`config.mk`:
```
export PLATFORM = sky130hd
export DESIGN_NAME = offnariscv_kanata_tracer
export DESIGN_NICKNAME = d
export VERILOG_FILES = /design/src/rtl/offnariscv_pkg.sv /design/src/rtl/offnariscv_sync_fifo.sv /design/src/rtl/offnariscv_kanata_tracer.sv
export SDC_FILE = /design/constraint.sdc
export NUM_CORES = 2
export LEC_CHECK = 0
export CORE_UTILIZATION = 54
export DETAILED_ROUTE_END_ITERATION = 6
export PLACE_DENSITY = 0.85
export SLEW_MARGIN = 20
export SYNTH_ARGS = -nofsm -noshare
export SYNTH_HDL_FRONTEND = slang
export SYNTH_SLANG_ARGS = --single-unit
```
`constraint.sdc`:
```
create_clock -name i_clk -period 6.1 [get_ports i_clk]
set_input_delay 1.83 -clock i_clk [delete_from_list [all_inputs] [get_ports i_clk]]
set_output_delay 1.83 -clock i_clk [all_outputs]
set_load 0.005 [all_outputs]
```
`src/rtl/offnariscv_pkg.sv`:
```
// Shared offnariscv types: instruction id width and the Kanata trace record.
package offnariscv_pkg;

  localparam int INST_ID_WIDTH = 8;

  // Record for the default tracer parameters; rsvd pads to kanata_rec_w() and is always 0.
  typedef struct packed {
    logic                                rsvd;
    logic [15:0]                         delta;
    logic                                lost;
    logic                                fetch_v;
    logic [INST_ID_WIDTH-1:0]            fetch_id;
    logic [3:0]                          stage_v;
    logic [3:0][INST_ID_WIDTH-1:0]       stage_id;
    logic [31:0]                         inst;
    logic                                retire_v;
    logic [INST_ID_WIDTH-1:0]            retire_id;
    logic                                retire_flush;
  } kanata_rec_t;

  function automatic int kanata_rec_w(input int ns, input int idw, input int iw, input int dw);
    return dw + 2 + ns*(idw+1) + iw + 2*idw + 3;
  endfunction

endpackage

```
`src/rtl/offnariscv_sync_fifo.sv`:
```
// Synchronous FIFO, registered pointers/count; FWFT or registered-read output.
module offnariscv_sync_fifo #(
  parameter int WIDTH = 8,
  parameter int DEPTH = 16,
  parameter bit FWFT  = 1'b1
) (
  input  logic             i_clk,
  input  logic             i_rst_n,
  input  logic             i_wr_en,
  input  logic [WIDTH-1:0] i_wdata,
  input  logic             i_rd_en,
  output logic [WIDTH-1:0] o_rdata,
  output logic             o_full,
  output logic             o_empty
);
  localparam int AW = $clog2(DEPTH);
  localparam logic [AW:0] FULL_CNT = (AW+1)'(DEPTH);

  logic [WIDTH-1:0] r_mem [DEPTH];
  logic [AW-1:0]    r_wptr, r_rptr;
  logic [AW:0]      r_cnt;
  logic             w_wr, w_rd;

  assign o_full  = (r_cnt == FULL_CNT);
  assign o_empty = (r_cnt == '0);
  assign w_rd    = i_rd_en & ~o_empty;
  // A full FIFO still takes a write when a read frees the slot in the same cycle.
  assign w_wr    = i_wr_en & (~o_full | w_rd);

  always_ff @(posedge i_clk or negedge i_rst_n) begin
    if (!i_rst_n) begin
      r_wptr <= '0;
      r_rptr <= '0;
      r_cnt  <= '0;
    end else begin
      if (w_wr) r_wptr <= r_wptr + 1'b1;
      if (w_rd) r_rptr <= r_rptr + 1'b1;
      case ({w_wr, w_rd})
        2'b10:   r_cnt <= r_cnt + 1'b1;
        2'b01:   r_cnt <= r_cnt - 1'b1;
        default: r_cnt <= r_cnt;
      endcase
    end
  end

  always_ff @(posedge i_clk) begin
    if (w_wr) r_mem[r_wptr] <= i_wdata;
  end

  generate
    if (FWFT) begin : g_fwft
      assign o_rdata = o_empty ? '0 : r_mem[r_rptr];
    end else begin : g_reg
      logic [WIDTH-1:0] r_dout;
      always_ff @(posedge i_clk or negedge i_rst_n) begin
        if (!i_rst_n)  r_dout <= '0;
        else if (w_rd) r_dout <= r_mem[r_rptr];
      end
      assign o_rdata = r_dout;
    end
  endgenerate

endmodule

```
`src/rtl/offnariscv_kanata_tracer.sv`:
```
// Kanata pipeline event recorder: packs event cycles into records and queues them for the bench.
module offnariscv_kanata_tracer
  import offnariscv_pkg::*;
#(
  parameter int NUM_STAGES  = 4,
  parameter int ID_WIDTH    = INST_ID_WIDTH,
  parameter int INST_WIDTH  = 32,
  parameter int DEPTH       = 16,
  parameter int DELTA_WIDTH = 16,
  localparam int REC_W      = kanata_rec_w(NUM_STAGES, ID_WIDTH, INST_WIDTH, DELTA_WIDTH)
) (
  input  logic                           i_clk,
  input  logic                           i_rst_n,
  input  logic                           i_en,
  input  logic                           i_fetch_valid,
  input  logic [ID_WIDTH-1:0]            i_fetch_id,
  input  logic [NUM_STAGES-1:0]          i_stage_ack,
  input  logic [NUM_STAGES*ID_WIDTH-1:0] i_stage_id,
  input  logic [INST_WIDTH-1:0]          i_dec_inst,
  input  logic                           i_retire_valid,
  input  logic [ID_WIDTH-1:0]            i_retire_id,
  input  logic                           i_retire_flush,
  output logic                           o_ev_valid,
  input  logic                           i_ev_ready,
  output logic [REC_W-1:0]               o_ev_data,
  output logic                           o_overflow,
  output logic [15:0]                    o_drop_cnt
);

  logic [DELTA_WIDTH-1:0]              r_dcnt;
  logic                                r_lost;
  logic                                r_overflow;
  logic [15:0]                         r_drop_cnt;
  logic                                w_event, w_pop, w_push, w_drop, w_full, w_empty;
  logic [NUM_STAGES-1:0][ID_WIDTH-1:0] w_stage_id;
  logic [REC_W-1:0]                    w_rec;

  assign w_event = i_en & (i_fetch_valid | (|i_stage_ack) | i_retire_valid);
  assign w_pop   = o_ev_valid & i_ev_ready;
  assign w_push  = w_event & (~w_full | w_pop);
  assign w_drop  = w_event & w_full & ~w_pop;

  for (genvar s = 0; s < NUM_STAGES; s++) begin : g_stage
    assign w_stage_id[s] = i_stage_ack[s] ? i_stage_id[s*ID_WIDTH +: ID_WIDTH] : '0;
  end

  // Top bit is a reserved zero pad so the record width matches kanata_rec_w().
  always_comb begin
    w_rec = '0;
    w_rec[REC_W-2:0] = {
      r_dcnt, r_lost,
      i_fetch_valid, (i_fetch_valid ? i_fetch_id : ID_WIDTH'(0)),
      i_stage_ack, w_stage_id,
      (i_stage_ack[0] ? i_dec_inst : INST_WIDTH'(0)),
      i_retire_valid, (i_retire_valid ? i_retire_id : ID_WIDTH'(0)),
      (i_retire_valid & i_retire_flush)
    };
  end

  always_ff @(posedge i_clk or negedge i_rst_n) begin
    if (!i_rst_n) begin
      r_dcnt     <= '0;
      r_lost     <= 1'b0;
      r_overflow <= 1'b0;
      r_drop_cnt <= '0;
    end else begin
      if (w_event)             r_dcnt <= DELTA_WIDTH'(1);
      else if (r_dcnt != '1)   r_dcnt <= r_dcnt + 1'b1;
      if (w_push)              r_lost <= 1'b0;
      else if (w_drop)         r_lost <= 1'b1;
      if (w_drop)              r_overflow <= 1'b1;
      if (w_drop && r_drop_cnt != '1) r_drop_cnt <= r_drop_cnt + 1'b1;
    end
  end

  offnariscv_sync_fifo #(
    .WIDTH (REC_W),
    .DEPTH (DEPTH),
    .FWFT  (1'b1)
  ) u_fifo (
    .i_clk   (i_clk),
    .i_rst_n (i_rst_n),
    .i_wr_en (w_push),
    .i_wdata (w_rec),
    .i_rd_en (w_pop),
    .o_rdata (o_ev_data),
    .o_full  (w_full),
    .o_empty (w_empty)
  );

  assign o_ev_valid = ~w_empty;
  assign o_overflow = r_overflow;
  assign o_drop_cnt = r_drop_cnt;

endmodule

```
==> results.txt <==
The length of the first detailed-routing pass in iterations is 6. Traced cell by cell, the critical path runs through buf_4 -> mux4_2 -> mux2_2 -> a22o_1 -> clkdlybuf4s50_1. The largest individual stage delay along the critical path comes from the cell sky130_fd_sc_hd__dfrtp_4. The number of cells on the worst hold path is 1. STA classifies the critical path startpoint as a flop. The final total power is 36.2 mW. In the post-synthesis netlist, the cell with the most instances is sky130_fd_sc_hd__edfxtp_1. Ranked by total cell area, the synthesized netlist is headed by sky130_fd_sc_hd__edfxtp_1 (75%), sky130_fd_sc_hd__mux4_2 (14%), sky130_fd_sc_hd__mux2_2 (3.6%). The boundary pin count came out at 214. The H-tree was split into 4 levels. The number of gates resized after cts came out at 0. The cell type contributing the most total cell area after synthesis is sky130_fd_sc_hd__edfxtp_1.

The post-synth net total is 2974. The leading register cell type out of synthesis is sky130_fd_sc_hd__edfxtp_1. The clock power share came out at 0.279. Buffers inserted during clock tree synthesis total 165. A synthesized cell averages 23.1 sq um. The net switching component of the power is 10.5 mW. The run finished with clean final reports. The area of the die is 124000 sq um. Of the total power, registers draw 0.405. The proportion of register bits with asynchronous set or reset after synthesis came out at 0.0275.

The slew at the pin closest to its max-slew limit is 1110 ps. The leakage power came out at 24.5 nW. The clock latency of the later-clocked register in the worst-skew pair came out at 800 ps.

Hold is met by 468 ps. The worst voltage drop across the vdd grid came out at 0.348 mV. The routed design has 157000 um of wire. The post-layout minimum cycle time came out at 5790 ps.

The number of sinks on the clock net is 1711. The path type of the worst setup path is reg -> out. The standard cell core area came out at 122000 sq um. The post-detailed-route DRC marker count came out at 0.

Of the total power, the share spent switching nets is 0.290. The remaining antenna violation count is 0. The cts-stage hold buffer count came out at 0. The largest fanout of any net on the critical path is 29. The cell area power density came out at 473 nW/um^2.

Clock skew on the completed layout was measured at 20.7 ps. The initial antenna violation count came to 8. STA classifies the critical path endpoint as an output port.

The number of vias per cell after detailed routing came out at 6.49. The signal arrival time at the worst endpoint came out at 3960 ps. The worst hold path begins at o_overflow. STA puts the critical path data required time at 4270 ps. In the final timing run, aggregate negative setup slack is 0 ps.

The die extent in x is 352 um. The root buffer cell is sky130_fd_sc_hd__clkbuf_16. The destination of the worst register-to-register timing path is u_fifo.r_cnt[4].

The portion of total power attributed to combinational logic is 0.316. The via count of the first global-routing pass is 33.5k. The maximum number of pins on one net before global-route repair is 92. The overflow left after global routing came out at 0. The largest stage delay on the critical path is 930 ps. The highest clock frequency the design can meet is 173 MHz. The startpoint identified for the worst register-to-register timing path is u_fifo.r_cnt[1]. After detailed routing, the average wire length per cell comes to 31.7 um. The reported max-cap violation count is 0. The total number of placement rows is 128.

The final max-slew violation count is 0. The synthesized netlist cell count came out at 2872. The starting utilization of the core area is 0.545.

The number of flip-flops and latches in the synthesized netlist is 1711. The ratio of final minimum period to clock period came out at 0.949. The number of unique standard cell types used by synthesis came out at 50.

The number of cell instances on the worst register-to-register path is 10. The final route contains 32.1k vias. The clock tree from TritonCTS is built. The worst slew margin relative to its limit is 0.259. The layout-stage area growth over the synthesis result is 15.2%.

Routability-driven placement finished with a final weighted congestion of 0.796. Of the post-synthesis cell area, the dominant cell type holds 0.754. In this run, synthesis inferred 1664 flip-flops with an integrated enable.

The number of design-rule violations left by the first detailed-router iteration came out at 3991. The clock transition at the registers of the reported paths came out at 60 ps. The height of the die came out at 352 um. Setup repair after global routing left no endpoint under its margin. The quantity of I/O buffers inserted on ports is 212. Of the cells placed in the final design, the portion with a size suffix greater than 1 is 0.296. The worst reg-to-reg setup slack is 2750 ps. Setup violations remaining at the end of the flow were counted as 0.

The synthesis warning total is 0. The buffers inserted during post-CTS setup optimization is 0. The endpoint of the worst hold-timing path is o_overflow.

By count the netlist is led by sky130_fd_sc_hd__edfxtp_1 (1664), sky130_fd_sc_hd__mux4_2 (416), sky130_fd_sc_hd__mux2_2 (212). The sequential share of the synthesized area came out at 0.771. The summed instance area of the synthesized netlist is 66300 sq um.

The HPWL after detailed placement came out at 78400 um. The total global-route track usage came out at 0.253. The final net count came out at 3284. The internal power summed over all cells is 25.7 mW. The first-pass GRT wire length came out at 227000 um. The maximum number of buffers from clock root to sink came out at 3. The number of failing hold endpoints at the final stage is 0.

The kind of path behind the tightest hold check is reg -> reg.
logic make-up (layout without fill, tap and decap cells):
family | after synthesis | count (layout) | synth area share
AOI/OAI and AO/OA | 134 | 134 | 0.0172
buffers and inverters | 158 | 599 | 0.0105
other | 1 | 6 | 0.0000566
muxes | 629 | 629 | 0.177
xor gates and xnor gates | 33 | 33 | 0.00436
adders and majority gates | 11 | 11 | 0.00208
and+or+nand+nor | 195 | 195 | 0.0169
DFF | 1711 | 1711 | 0.771
layout by cell type, fill, tap and decap left out, types with 40 or more instances in the layout:
cell type and instances:
sky130_fd_sc_hd__edfxtp_1 1664, sky130_fd_sc_hd__mux4_2 416, sky130_fd_sc_hd__mux2_2 212, sky130_fd_sc_hd__clkdlybuf4s50_1 210
sky130_fd_sc_hd__clkbuf_16 167, sky130_fd_sc_hd__a22o_1 104, sky130_fd_sc_hd__and2_1 84, sky130_fd_sc_hd__dfrtp_1 44
sky130_fd_sc_hd__buf_12 43, sky130_fd_sc_hd__buf_4 40
worst max path at each step:
stage                startpoint             endpoint  slack [ps]  depth (start not counted)
2_1_floorplan    i_stage_ack[1]  u_fifo.r_mem[13][0]       -1240                          6
3_3_place_gp     i_stage_ack[2]      u_fifo.r_cnt[4]         820                         11
3_5_place_dp     i_stage_ack[3]  u_fifo.r_mem[8][67]         770                          8
4_1_cts        u_fifo.r_rptr[0]        o_ev_data[29]         190                          5
5_1_grt        u_fifo.r_rptr[0]        o_ev_data[29]         120                          5
6_report       u_fifo.r_rptr[0]        o_ev_data[29]         310                          5
per-layer routing:
metal | GRT usage | up-vias | wire [um]
li1 | - | 12800 | -
met1 | 0.327 | 17000 | 56900
met2 | 0.423 | 1992 | 80200
met3 | 0.0555 | 337 | 14200
met4 | 0.0984 | 4 | 5580
met5 | 0 | - | 24
flip-flops by register name, summed over array words and instances, names as in the netlist:
signal and cells:
u_fifo.r_mem 1664, o_drop_cnt 16, r_dcnt 16, u_fifo.r_cnt 5, u_fifo.r_rptr 4, u_fifo.r_wptr 4, o_overflow 1, r_lost 1
per-stage QoR:
step	setup WS [ps]	util	instances	instance area (sq um)
after global routing	122	0.628	4943	76400
after global placement	817	0.584	4639	71000
after floorplan	-1240	-	2872	66300
final	309	0.628	4943	76400
after CTS	189	0.628	4938	76400
after detailed placement	767	0.584	4640	71100
area by class of cell:
cell class / count / area, sq um
repair buffers: 296 / 3300
diodes: 5 / 12.5
fillers: 7681 / 45300
clock inverters: 94 / 976
flip-flops and latches: 1711 / 51200
multi-input cells: 1003 / 14600
well taps: 1625 / 2030
clock buffers: 204 / 4340
inverters: 5 / 23.8
power groups by stage:
stage	clock (mW)	sequential (mW)	combinational [mW]
final	10.1	14.6	11.4
after global routing	10.6	14.7	12.0
after CTS	10.2	14.6	11.6
after detailed placement	0	14.8	11.3
after global placement	0	14.7	11.2
after floorplan	0	14.6	7.13
worst max-delay path, delay by kind of cell, from the launching register on:
family | cells | cell delay [ps]
AO/OA/AOI/OAI | 1 | 270
buffers and inverters | 2 | 1040
flip-flops | 1 | 930
multiplexers | 2 | 910
No activity file was read; power rests on OpenSTA's default activity.
